$ cat config.mk
export PLATFORM = sky130hd
export DESIGN_NAME = router_output_ctrl
export DESIGN_NICKNAME = d
export VERILOG_FILES = /design/src/rtl/router_output_ctrl.sv
export SDC_FILE = /design/constraint.sdc
export NUM_CORES = 1
export LEC_CHECK = 0
export CORE_MARGIN = 10
export CORE_UTILIZATION = 35
export CTS_BUF_LIST = sky130_fd_sc_hd__clkbuf_2 sky130_fd_sc_hd__clkbuf_4 sky130_fd_sc_hd__clkbuf_8
export CTS_CLUSTER_SIZE = 30
export DETAILED_ROUTE_END_ITERATION = 10
export PLACE_DENSITY = 0.66
export SYNTH_ARGS = -nofsm -noshare
export SYNTH_HDL_FRONTEND = slang
export SYNTH_SLANG_ARGS = --single-unit
export TNS_END_PERCENT = 10
$ cat constraint.sdc
create_clock -name clk -period 3.9 [get_ports clk]
set_input_delay 0.585 -clock clk [delete_from_list [all_inputs] [get_ports clk]]
set_output_delay 0.585 -clock clk [all_outputs]
set_load 0.02 [all_outputs]
$ cat src/rtl/router_output_ctrl.sv
// Output-side controller for one ring direction: arbitrates two requesters into two
// phase-interleaved VC buffers and drives the outgoing valid/ready link.
module router_output_ctrl #(
  parameter int unsigned DW      = 64,
  parameter int unsigned HOP_MSB = 55,
  parameter int unsigned HOP_LSB = 48
) (
  input  logic          clk,
  input  logic          rst,
  input  logic          polarity,
  input  logic [1:0]    in2out_req,
  output logic [1:0]    out2in_gnt,
  input  logic [DW-1:0] in2out_din0,
  input  logic [DW-1:0] in2out_din1,
  output logic          out2ch_vld,
  input  logic          ch2out_rdy,
  output logic [DW-1:0] out2ch_dout,
  output logic          out_vc_err
);

  localparam int unsigned HopW = HOP_MSB - HOP_LSB + 1;

  logic [DW-1:0] obuf_q [2];
  logic [DW-1:0] obuf_d [2];
  logic [1:0]    full_q, full_d;
  logic          rr_last_q, rr_last_d;
  logic          vc_err_q, vc_err_d;

  logic          wr_idx;
  logic          rd_idx;
  logic [1:0]    gnt;
  logic [DW-1:0] sel_din;
  logic [DW-1:0] din_mod;
  logic [HopW-1:0] hop;
  logic          send;

  // Internal side fills obuf[~p] while the link drains obuf[p].
  assign wr_idx = ~polarity;
  assign rd_idx = polarity;

  always_comb begin
    gnt = 2'b00;
    if (!rst && !full_q[wr_idx]) begin
      case (in2out_req)
        2'b01:   gnt = 2'b01;
        2'b10:   gnt = 2'b10;
        2'b11:   gnt = rr_last_q ? 2'b01 : 2'b10;
        default: gnt = 2'b00;
      endcase
    end
  end

  assign sel_din = gnt[1] ? in2out_din1 : in2out_din0;
  assign hop     = sel_din[HOP_MSB:HOP_LSB];

  always_comb begin
    din_mod                  = sel_din;
    din_mod[HOP_MSB:HOP_LSB] = hop >> 1;
  end

  assign out2ch_vld  = full_q[rd_idx] & ~rst;
  assign out2ch_dout = out2ch_vld ? obuf_q[rd_idx] : '0;
  assign send        = out2ch_vld & ch2out_rdy;
  assign out2in_gnt  = gnt;
  assign out_vc_err  = vc_err_q;

  always_comb begin
    full_d    = full_q;
    obuf_d    = obuf_q;
    rr_last_d = rr_last_q;
    vc_err_d  = vc_err_q;
    if (send) begin
      full_d[rd_idx] = 1'b0;
    end
    if (|gnt) begin
      full_d[wr_idx] = 1'b1;
      obuf_d[wr_idx] = din_mod;
      rr_last_d      = gnt[1];
      // Packet is still stored on a VC mismatch; only the sticky flag records it.
      if (sel_din[DW-1] != wr_idx) begin
        vc_err_d = 1'b1;
      end
    end
  end

  always_ff @(posedge clk) begin
    if (rst) begin
      obuf_q[0] <= '0;
      obuf_q[1] <= '0;
      full_q    <= 2'b00;
      rr_last_q <= 1'b1;
      vc_err_q  <= 1'b0;
    end else begin
      obuf_q[0] <= obuf_d[0];
      obuf_q[1] <= obuf_d[1];
      full_q    <= full_d;
      rr_last_q <= rr_last_d;
      vc_err_q  <= vc_err_d;
    end
  end

endmodule
==> results of run 1 <==
routing by layer:
metal,up-vias,GRT usage (%),routed length (um)
met5,-,0,13
met4,2,4.99,203
met3,16,4.69,1070
met2,134,24.5,8570
met1,2468,17.9,8280
li1,2687,-,-
how the worst max path moves through the flow:
stage	start	endpoint	slack (ns)	cells after the start
floorplan	polarity	out2ch_dout[31]	1.49	5
detailed placement	polarity	out2in_gnt[1]	0.67	5
CTS	polarity	out2in_gnt[1]	0.66	5
global placement	polarity	out2in_gnt[1]	0.67	5
global route	full_q[1]	out2ch_dout[12]	0.58	5
finish	polarity	out2in_gnt[1]	0.68	5
cell families after synthesis:
kind of cell | after synthesis | share of synthesized area, %
other | 1 | 0.0601
buffers and inverters | 63 | 5.75
xor gates and xnor gates | 2 | 0.281
DFF | 130 | 41.7
AOI/OAI and AO/OA | 132 | 18.6
muxes | 128 | 20.6
and+or+nand+nor | 207 | 13.0
worst max-delay path, delay by kind of cell:
kind	cells	cell delay (ns)
mux	1	0.36
simple gates	1	0.28
buf+inv	3	1.39
stage by stage:
stage	power [mW]	utilization [%]
2_1_floorplan	1.92	-
3_3_place_gp	2.15	47.8
3_5_place_dp	2.16	47.8
4_1_cts	3.40	50.2
5_1_grt	3.53	50.2
6_report	3.35	50.2
area by class of cell:
| class | instances | area share (%) |
|---|---|---|
| Multi-Input combinational cell | 470 | 37.9 |
| Sequential cell | 130 | 29.7 |
| Timing Repair Buffer | 213 | 24.2 |
| Tap cell | 225 | 3.22 |
| Clock inverter | 12 | 1.77 |
| Inverter | 1 | 0.0429 |
| Clock buffer | 20 | 3.15 |
registers in the layout (all words and copies together), names as in the netlist:
| register | flops |
|---|---|
| rr_last_q | 1 |
| obuf_q | 126 |
| out_vc_err | 1 |
| full_q | 2 |
report_power, final:
part | switching (mW) | total, mW | internal, mW
sequential | 0.0579 | 1.51 | 1.45
clock | 0.543 | 1.23 | 0.683
combinational | 0.308 | 0.620 | 0.313
synth_stat cells (2+ instances only):
master      n
a211oi_1   93
nand2b_1    2
buf_6       2
nor3_1      2
xnor2_1     2
buf_1       8
buf_2       5
buf_12      6
mux2i_1   127
nor2_1    196
clkbuf_1   40
a211oi_2   34
nor3_2      2
dfxtp_1   130
layout by cell type, fill, tap and decap left out:
| cell | n |
|---|---|
| buf_12 | 2 |
| a32o_1 | 1 |
| clkbuf_8 | 20 |
| or2_2 | 1 |
| clkdlybuf4s50_1 | 196 |
| xnor2_1 | 2 |
| mux2i_1 | 127 |
| inv_6 | 1 |
| clkinv_2 | 2 |
| a21boi_0 | 1 |
| a211o_1 | 1 |
| clkinvlp_4 | 5 |
| a21oi_1 | 1 |
| nor2_1 | 194 |
| clkinv_4 | 1 |
| nor3_1 | 2 |
| dfxtp_1 | 130 |
| a211oi_2 | 34 |
| nor2_4 | 2 |
| buf_4 | 15 |
| bufinv_16 | 3 |
| nor2b_1 | 1 |
| a211oi_1 | 93 |
| inv_1 | 1 |
| nand2_1 | 1 |
| nand2b_1 | 2 |
| mux2_4 | 1 |
| nor3b_4 | 1 |
| conb_1 | 1 |
| o21bai_1 | 1 |
| nor3_4 | 2 |
| and3_1 | 1 |
==> reports/results.txt, run 1 <==
Status: complete, no violations
Worst reg2reg endpoint: obuf_q[13]
Synth async-reset ratio: 0%
Largest cells by area after synthesis: dfxtp_1 42%, mux2i_1 20%, nor2_1 12%, a211oi_1 11%, a211oi_2 6.8%
Number of buffers inserted to repair setup after CTS: 0
Max_cap viols: 0
Num ports: 202
Number of nets in the layout: 967
Critical-path maximum fanout: 18
Post-DP HPWL: 12.2 mm
Worst min-delay path class: reg -> reg
Cell count of the worst reg-to-reg path: 5
Clock-pin slew on the worst setup and hold paths: 0.08 ns
Port buffer count: 198
Data arrival, critical path: 2.63 ns
Total number of H-tree levels: 4
Cell type with the highest occurrence count on the critical path: buf_4
Row Count: 48
Max-slew headroom at the worst pin: 45.5%
Most used flip-flop cell after synthesis: dfxtp_1
Endpoint of the worst hold path: rr_last_q
Cell Area, Placed: 8320 um^2
Later-pin clock latency in the skew report: 0.44 ns
Flip-flop and latch count after synthesis: 130
Worst setup skew after layout: 0.0148 ns
Endpoints failing setup: 0
Count of unresolved DRC violations after routing: 0
Period Utilization, post-route: 82.5%
Final routed wire length divided by cell count: 16.9 um
Fin. Hold Viols: 0
Power density normalized to cell area: 383 nW/um^2
Count of flip-flops with a built-in enable after synthesis: 0
Type of origin of the critical path: input pin
Number of buffers inserted during clock tree synthesis: 17
Layout area overhead: 40.1%
Overflow left after global routing: 0
Maximum number of pins on one net before global-route repair: 75
Wire length of the first global-routing pass: 28.9 mm
Clock sink count: 130
Number of gates resized after CTS: 0
Hold path depth: 1
Clock tree from TritonCTS: done
Vias in the first global route: 5393
Final std cells w/o fill: 1071
Diodes inserted: 0
Register-to-register path setup slack: 1.76 ns
Reg area: 2600 um^2
Filler cell count: 1670
Final weighted congestion in routability-driven placement: 0.679
Die Y: 154 um
Slew at the pin closest to its max-slew limit: 0.818 ns
Start point of the worst min-delay path: rr_last_q
Number of cells after detailed placement: 1039
Area of the die: 23600 um^2
Cell taking the most area after synthesis: dfxtp_1
CP endpoint kind: output pin
Fraction of post-synthesis cell area in the top cell type by area: 41.7%
Time the worst path needs with I/O delays and setup: 3.22 ns
Initial standard-cell utilization of the core: 35.9%
Count of routing violations after the opening detailed-route iteration: 183
Post-DR vias/cell: 4.96
Critical-path cell with the highest stage delay: clkdlybuf4s50_1
Post-route standard cell area excluding fillers: 8750 um^2
Area taken by multi-input logic gates: 3320 um^2
Maximum frequency from static timing analysis: 311 MHz
Ys Warns: 0
Clock buffer depth: 2
Clock Root Buffer: clkbuf_8
Number of antenna violations at the first check in global routing: 1
Synthesized Nets: 797
Worst supply voltage drop on vdd: 0.206 mV
Initial DRT Pass Iterations: 4
Global-route total usage across every layer: 14.9%
Delay contributed by the slowest stage of the critical path: 0.73 ns
List of cells traversed by the critical path: buf_4, buf_4, mux2_4, nor3b_4, clkdlybuf4s50_1
Post-synthesis cell type count: 28
Horiz. Die Dim: 154 um
Total Neg Setup Slack: 0 ns
Via count of the routed design: 5307
Setup Slack @ Placement: 0.672 ns
Cell Area, Synth: 6240 um^2
Hold Slack: 0.490 ns
Unrepaired setup endpoints after global routing: false
Count of hold buffers inserted by post-cts repair: 0
Sequential element share of the synthesized area: 41.7%
Total Routed Length: 18.1 mm
CP Class: in -> out
Core ar.: 17400 um^2
Fraction of layout cells with a size suffix above 1: 10.6%
Synthesized area per cell: 9.42 um^2
Count of nets left with antenna violations after detail routing: 0
Leak pwr: 3.16 nW
Synth Instances: 663
Source of the worst register-to-register timing path: full_q[1]
Pins over their slew limit: 0
Setup slack of the critical path after layout: 0.681 ns
Worst Path Required: 3.31 ns
No activity file was read; power rests on OpenSTA's default activity.
==> inputs of run 2 (changes only) <==
- PLACE_DENSITY: 0.66 -> 0.69
- clock period: 3.9 -> 2.8 ns (I/O delays scaled with it)
==> run 2 against run 1 <==
Hold slack got worse by 0.13 ns. Sequential power grew 39%. Clock skew shrank 0.0067 ns. First-iteration DRC count shrank 21%. Register-to-register slack got worse by 1.1 ns. Final cell count is 1.5% higher. Sequential share of layout area fell by 0.59 points. Combinational power rose by 44%. Non-clock buffer count rose by 16. Die area did not move. Critical endpoint is now out2ch_dout[42]. Highest routed layer unchanged.
==> reports/results.txt, run 2 (same netlist as run 1, synthesis figures left out) <==
Initial DRT Pass Iterations: 4 (unchanged)
Power density normalized to cell area: 521 nW/um^2 (+36%)
Fin. Hold Viols: 0 (unchanged)
Global-route total usage across every layer: 15.2% (+0.36 points)
Data arrival, critical path: 2.25 ns (-0.38 ns)
Time the worst path needs with I/O delays and setup: 2.67 ns
Commonest non-fill, non-tap cell in the layout: nor2_1
Worst supply voltage drop on vdd: 0.307 mV (+49%)
CP endpoint kind: output pin
Clock sink count: 130 (unchanged)
Clock Root Buffer: clkbuf_8
Critical-path maximum fanout: 48 (+30)
Port buffer count: 198 (unchanged)
Max reg flops: 126 (unchanged)
Core ar.: 17400 um^2 (unchanged)
Worst min-delay path class: in -> reg
Clock-pin slew on the worst setup and hold paths: 0.07 ns (about the same)
Period Utilization, post-route: 95.5%
Number of buffers inserted during clock tree synthesis: 17 (unchanged)
Wire length on met1: 8.20 mm (-0.97%)
Total number of H-tree levels: 4 (unchanged)
Max_cap viols: 0 (unchanged)
Clock tree from TritonCTS: done
Status: complete, no violations
Fraction of layout cells with a size suffix above 1: 12.4% (+1.8 points)
Register name with the most flops: obuf_q
Detail Route met2 WL: 8.82 mm (+2.8%)
Leak pwr: 3.36 nW (+6.3%)
Total power: 4.65 mW (+39%)
Count of routing violations after the opening detailed-route iteration: 144 (-21%)
Horiz. Die Dim: 154 um (unchanged)
Total Routed Length: 18.3 mm (+0.88%)
WP buf/inv: 2 (-1)
Count of unresolved DRC violations after routing: 0 (unchanged)
Kind of cell adding the most delay to the critical path: buffers and inverters
Area of the die: 23600 um^2 (unchanged)
Final routed wire length divided by cell count: 16.8 um (-0.61%)
Uppermost routed layer: met5
Hold Slack: 0.362 ns (-0.128 ns)
Final weighted congestion in routability-driven placement: 0.711 (+4.7%)
Overflow left after global routing: 0 (unchanged)
Number of antenna violations at the first check in global routing: 1 (unchanged)
Endpoints failing setup: 0 (unchanged)
Vias in the first global route: 5528 (+2.5%)
Via count of the routed design: 5339 (+0.60%)
Met3 wire length: 1.06 mm (-1.2%)
Pins over their slew limit: 0 (unchanged)
Post-DP HPWL: 12.8 mm (+5.3%)
Total Neg Setup Slack: 0 ns (unchanged)
Critical-path cell with the highest stage delay: clkdlybuf4s50_1
Layout area overhead: 43.0%
CP Class: reg -> out
Type of origin of the critical path: register
Row Count: 48 (unchanged)
Maximum number of pins on one net before global-route repair: 61 (-19%)
Max-slew headroom at the worst pin: 57.3% (+12 points)
Wire length of the first global-routing pass: 29.5 mm (+2.1%)
Worst Path Required: 2.38 ns (-0.93 ns)
Maximum frequency from static timing analysis: 374 MHz
Count of nets left with antenna violations after detail routing: 0 (unchanged)
Commonest non-fill, non-tap cells in the layout: 194 x nor2_1, 191 x clkdlybuf4s50_1, 129 x dfxtp_1, 127 x mux2i_1, 93 x a211oi_1
Initial standard-cell utilization of the core: 35.9% (unchanged)
Clock buffer depth: 2 (unchanged)
Num ports: 202 (unchanged)
Number of nets in the layout: 983 (+1.7%)
Delay contributed by the slowest stage of the critical path: 0.65 ns (-0.08 ns)
Unrepaired setup endpoints after global routing: false
Die Y: 154 um (unchanged)
Post-DR vias/cell: 4.91 (-0.88%)
Worst setup skew after layout: 0.00816 ns (-0.00668 ns)
Diodes inserted: 0 (unchanged)
Later-pin clock latency in the skew report: 0.44 ns (about the same)
Slew at the pin closest to its max-slew limit: 0.641 ns (-0.177 ns)
Largest registers ranked by flip-flop count: obuf_q (126), full_q (2)
List of cells traversed by the critical path: mux2i_1, or2_2, buf_12, nor2_1, clkdlybuf4s50_1
## run 2: changes by cell type in the layout (fill, tap and decap cells not counted), moves of 2 or more
cell	change
buf_4	+11
buf_12	+5
clkdlybuf4s50_1	-5
dlymetal6s2s_1	+5
clkbuf_4	+3
clkinv_2	+2
clkinvlp_4	-2
## run 2: through the flow
stage                     setup WS [ns]  instance area [um^2]  instances  utilization (%)
after floorplan                   0.722                  6240        663                -
after global placement           0.0897                  8490       1054             48.8
after detailed placement          0.117                  8490       1054             48.8
after CTS                        0.0673                  8910       1086             51.2
after global routing            0.00775                  8930       1087             51.3
final                             0.127                  8930       1087             51.3
## run 2: routing by layer
metal | global-route usage, % | vias to the layer above
met4 | 4.86 | 2
met5 | 0 | -
met3 | 5.22 | 18
met1 | 18.3 | 2469
li1 | - | 2716
met2 | 25.0 | 134
## run 2: power breakdown
part	internal (mW)	total, mW	switching, mW
sequential	2.02	2.10	0.0816
clock	0.951	1.66	0.710
combinational	0.460	0.895	0.435
## run 2: final cells by class
cell class / count / area [um^2]
Timing Repair Buffer: 229 / 2310
Inverter: 1 / 3.75
Tap cell: 225 / 282
Multi-Input combinational cell: 470 / 3320
Clock inverter: 10 / 133
Sequential cell: 130 / 2600
Clock buffer: 22 / 284
Fill cell: 1671 / 8480
## run 2: worst paths after layout
kind	start	endpoint	slack (ns)	depth (start not counted)
hold reg to reg	obuf_q[62]	obuf_q[62]	0.49	2
setup / recovery	full_q[1]	out2ch_dout[42]	0.13	5
setup reg to reg	full_q[1]	obuf_q[43]	0.69	7
hold / removal	rst	obuf_q[73]	0.36	2
## run 2: timing repair
action / CTS / global route
endpoints found under the setup margin: 38 / 5
resized for setup: 1 / 5
hold buffers: 0 / 0
setup buffers: 0 / 1
cloned: 0 / 0
## run 2: worst register-to-register path, stage by stage (launching register included)
cell and delay (ns):
dfxtp_2 0.37, mux2_4 0.31, nor3b_4 0.35, buf_4 0.18
buf_4 0.15, buf_12 0.19, mux2i_1 0.32, a211oi_1 0.11
==> inputs of run 3 (changes only) <==
- ABC_AREA: default -> 1
- PLACE_DENSITY: 0.69 -> 0.68
==> run 3 against run 2 <==
Sequential share of layout area shrank 1.1 points. Final area up 3.9%. Die area rose by 7.5%. Power is 2.5% lower. Utilization shrank 2.2 points. Register-to-register slack improved by 0.35 ns. Flip-flop and latch count did not move. Final cell count is 43% higher. Wire length up 1.3%. Global-route usage decreased by 0.95 points. Hold slack better by 0.086 ns. Synthesized cell count rose by 70%.
==> reports/results.txt, run 3 <==
Status: complete, no violations
Via count of the routed design: 6783 (+27%)
Cell Area, Placed: 8870 um^2 (+4.4%)
Setup slack of the critical path after layout: 0.149 ns (+0.0213 ns)
Leak pwr: 4.07 nW (+21%)
Horiz. Die Dim: 159 um (+3.7%)
Slew at the pin closest to its max-slew limit: 0.858 ns (+0.217 ns)
Synth async-reset ratio: 0% (unchanged)
Worst min-delay path class: reg -> reg
Synthesized Nets: 1259 (+58%)
Commonest cells in the synthesized netlist: 321 x nand2_1, 250 x nor2_1, 133 x inv_1
Count of unresolved DRC violations after routing: 0 (unchanged)
Final weighted congestion in routability-driven placement: 0.728 (+2.4%)
Count leader, synth: nand2_1
Maximum number of pins on one net before global-route repair: 128 (+110%)
Global-route total usage across every layer: 14.3% (-0.95 points)
Total Neg Setup Slack: 0 ns (unchanged)
Commonest non-fill, non-tap cell in the layout: nand2_1
Post-route standard cell area excluding fillers: 9280 um^2 (+3.9%)
Port buffer count: 198 (unchanged)
Num ports: 202 (unchanged)
Maximum frequency from static timing analysis: 377 MHz (+0.80%)
Synth Instances: 1125 (+70%)
Post-synthesis cell type count: 24 (-14%)
Later-pin clock latency in the skew report: 0.43 ns (about the same)
Number of cells after detailed placement: 1521 (+44%)
Count of hold buffers inserted by post-cts repair: 0 (unchanged)
Count of flip-flops with a built-in enable after synthesis: 0 (unchanged)
Sequential element share of the synthesized area: 38.3% (-3.3 points)
Initial standard-cell utilization of the core: 35.9% (+0.072 points)
Hold path depth: 2 (unchanged)
Hold Slack: 0.448 ns (+0.0858 ns)
Filler cell count: 2055 (+23%)
Core ar.: 18900 um^2 (+8.5%)
Number of nets in the layout: 1414 (+44%)
Largest registers ranked by flip-flop count: obuf_q (126), full_q (2)
Time the worst path needs with I/O delays and setup: 2.65 ns (-0.0213 ns)
Diodes inserted: 0 (unchanged)
Worst setup skew after layout: 0.00920 ns (+0.00104 ns)
Synthesized area per cell: 6.03 um^2 (-36%)
Fin. Hold Viols: 0 (unchanged)
Clock Root Buffer: clkbuf_8
Type of origin of the critical path: input pin
Cell Area, Synth: 6790 um^2 (+8.7%)
Worst supply voltage drop on vdd: 0.279 mV (-9.1%)
Fraction of layout cells with a size suffix above 1: 4.56% (-7.8 points)
Post-DR vias/cell: 4.37 (-11%)
Largest cells by area after synthesis: dfxtp_1 38%, nand2_1 18%, nor2_1 14%, a21oi_1 9.6%, inv_1 7.4%
Clock-pin slew on the worst setup and hold paths: 0.07 ns (about the same)
Power density normalized to cell area: 489 nW/um^2 (-6.1%)
Detail Route met2 WL: 8.27 mm (-6.2%)
Period Utilization, post-route: 94.7% (-0.76 points)
Final std cells w/o fill: 1553 (+43%)
Layout area overhead: 36.7%
Overflow left after global routing: 0 (unchanged)
Clock sink count: 130 (unchanged)
Critical-path maximum fanout: 47 (-2.1%)
Wire length of the first global-routing pass: 30.3 mm (+2.5%)
CP Class: in -> out
Register name with the most flops: obuf_q
Die Y: 159 um (+3.7%)
Number of buffers inserted during clock tree synthesis: 17 (unchanged)
Uppermost routed layer: met4
Unrepaired setup endpoints after global routing: false
Max_cap viols: 0 (unchanged)
Commonest non-fill, non-tap cells in the layout: 321 x nand2_1, 250 x nor2_1, 197 x clkdlybuf4s50_1, 133 x inv_1
Fraction of post-synthesis cell area in the top cell type by area: 38.3% (-3.3 points)
Final routed wire length divided by cell count: 11.9 um (-29%)
Clock buffer depth: 2 (unchanged)
Cell taking the most area after synthesis: dfxtp_1
Cell count of the worst reg-to-reg path: 7 (unchanged)
Most used flip-flop cell after synthesis: dfxtp_1
Ys Warns: 0 (unchanged)
Wire length on met1: 9.02 mm (+9.9%)
Met3 wire length: 945 um (-11%)
Row Count: 50 (+4.2%)
Number of gates resized after CTS: 0 (-1)
Setup Slack @ Placement: 0.138 ns (+0.0213 ns)
CP endpoint kind: output pin
Max reg flops: 126 (unchanged)
Number of buffers inserted to repair setup after CTS: 0 (unchanged)
Vias in the first global route: 6059 (+9.6%)
Worst Path Required: 2.38 ns (about the same)
Area of the die: 25400 um^2 (+7.5%)
Count of nets left with antenna violations after detail routing: 0 (unchanged)
Number of antenna violations at the first check in global routing: 0 (-1)
Total number of H-tree levels: 4 (unchanged)
Count of routing violations after the opening detailed-route iteration: 358 (+150%)
Flip-flop and latch count after synthesis: 130 (unchanged)
Pins over their slew limit: 0 (unchanged)
Register-to-register path setup slack: 1.04 ns (+0.35 ns)
Endpoints failing setup: 0 (unchanged)
Data arrival, critical path: 2.23 ns (-0.02 ns)
Total Routed Length: 18.5 mm (+1.3%)
Initial DRT Pass Iterations: 5 (+1)
Post-DP HPWL: 12.7 mm (-0.72%)
Max-slew headroom at the worst pin: 42.8% (-14 points)
Clock tree from TritonCTS: done
## run 3: cell type report
class,count,area (um^2),area share [%]
Clock buffer,23,304,3.28
Multi-Input combinational cell,783,3250,35.0
Inverter,137,519,5.60
Timing Repair Buffer,211,2180,23.5
Clock inverter,9,104,1.12
Sequential cell,130,2600,28.0
Tap cell,260,325,3.51
## run 3: final timing paths
kind	start	endpoint
max	rst	out2ch_dout[63]
min	obuf_q[72]	obuf_q[72]
max reg2reg	rr_last_q	obuf_q[115]
min reg2reg	obuf_q[72]	obuf_q[72]
## run 3: kinds of logic after synthesis
| family | count (synthesis) | synth area share [%] |
|---|---|---|
| other | 1 | 0.0552 |
| buffers and inverters | 212 | 13.9 |
| AND/OR/NAND/NOR | 584 | 33.0 |
| flip-flops | 130 | 38.3 |
| AO/OA/AOI/OAI | 198 | 14.8 |
## run 3: layer usage
metal / vias to the layer above / GRT usage, %
li1: 3703 / -
met2: 138 / 22.4
met3: 20 / 4.26
met1: 2922 / 18.2
met5: - / 0
met4: 0 / 4.93
## run 3: where the power goes
part | internal, mW | leakage, nW | switching [mW]
sequential | 1.98 | 1.07 | 0.0467
combinational | 0.406 | 2.79 | 0.477
clock | 0.901 | 0.209 | 0.725
total | 3.29 | 4.07 | 1.25
## run 3: critical path, cell delays in order
cell	delay [ns]
clkdlybuf4s50_1	0.44
nor3_2	0.28
inv_2	0.08
buf_12	0.20
a21oi_1	0.14
clkdlybuf4s50_1	0.66
## run 3: through the flow
step	utilization (%)	power, mW
finish	49.1	4.54
global placement	47.0	2.95
global route	49.1	4.81
detailed placement	47.0	2.97
CTS	49.1	4.60
floorplan	-	2.62
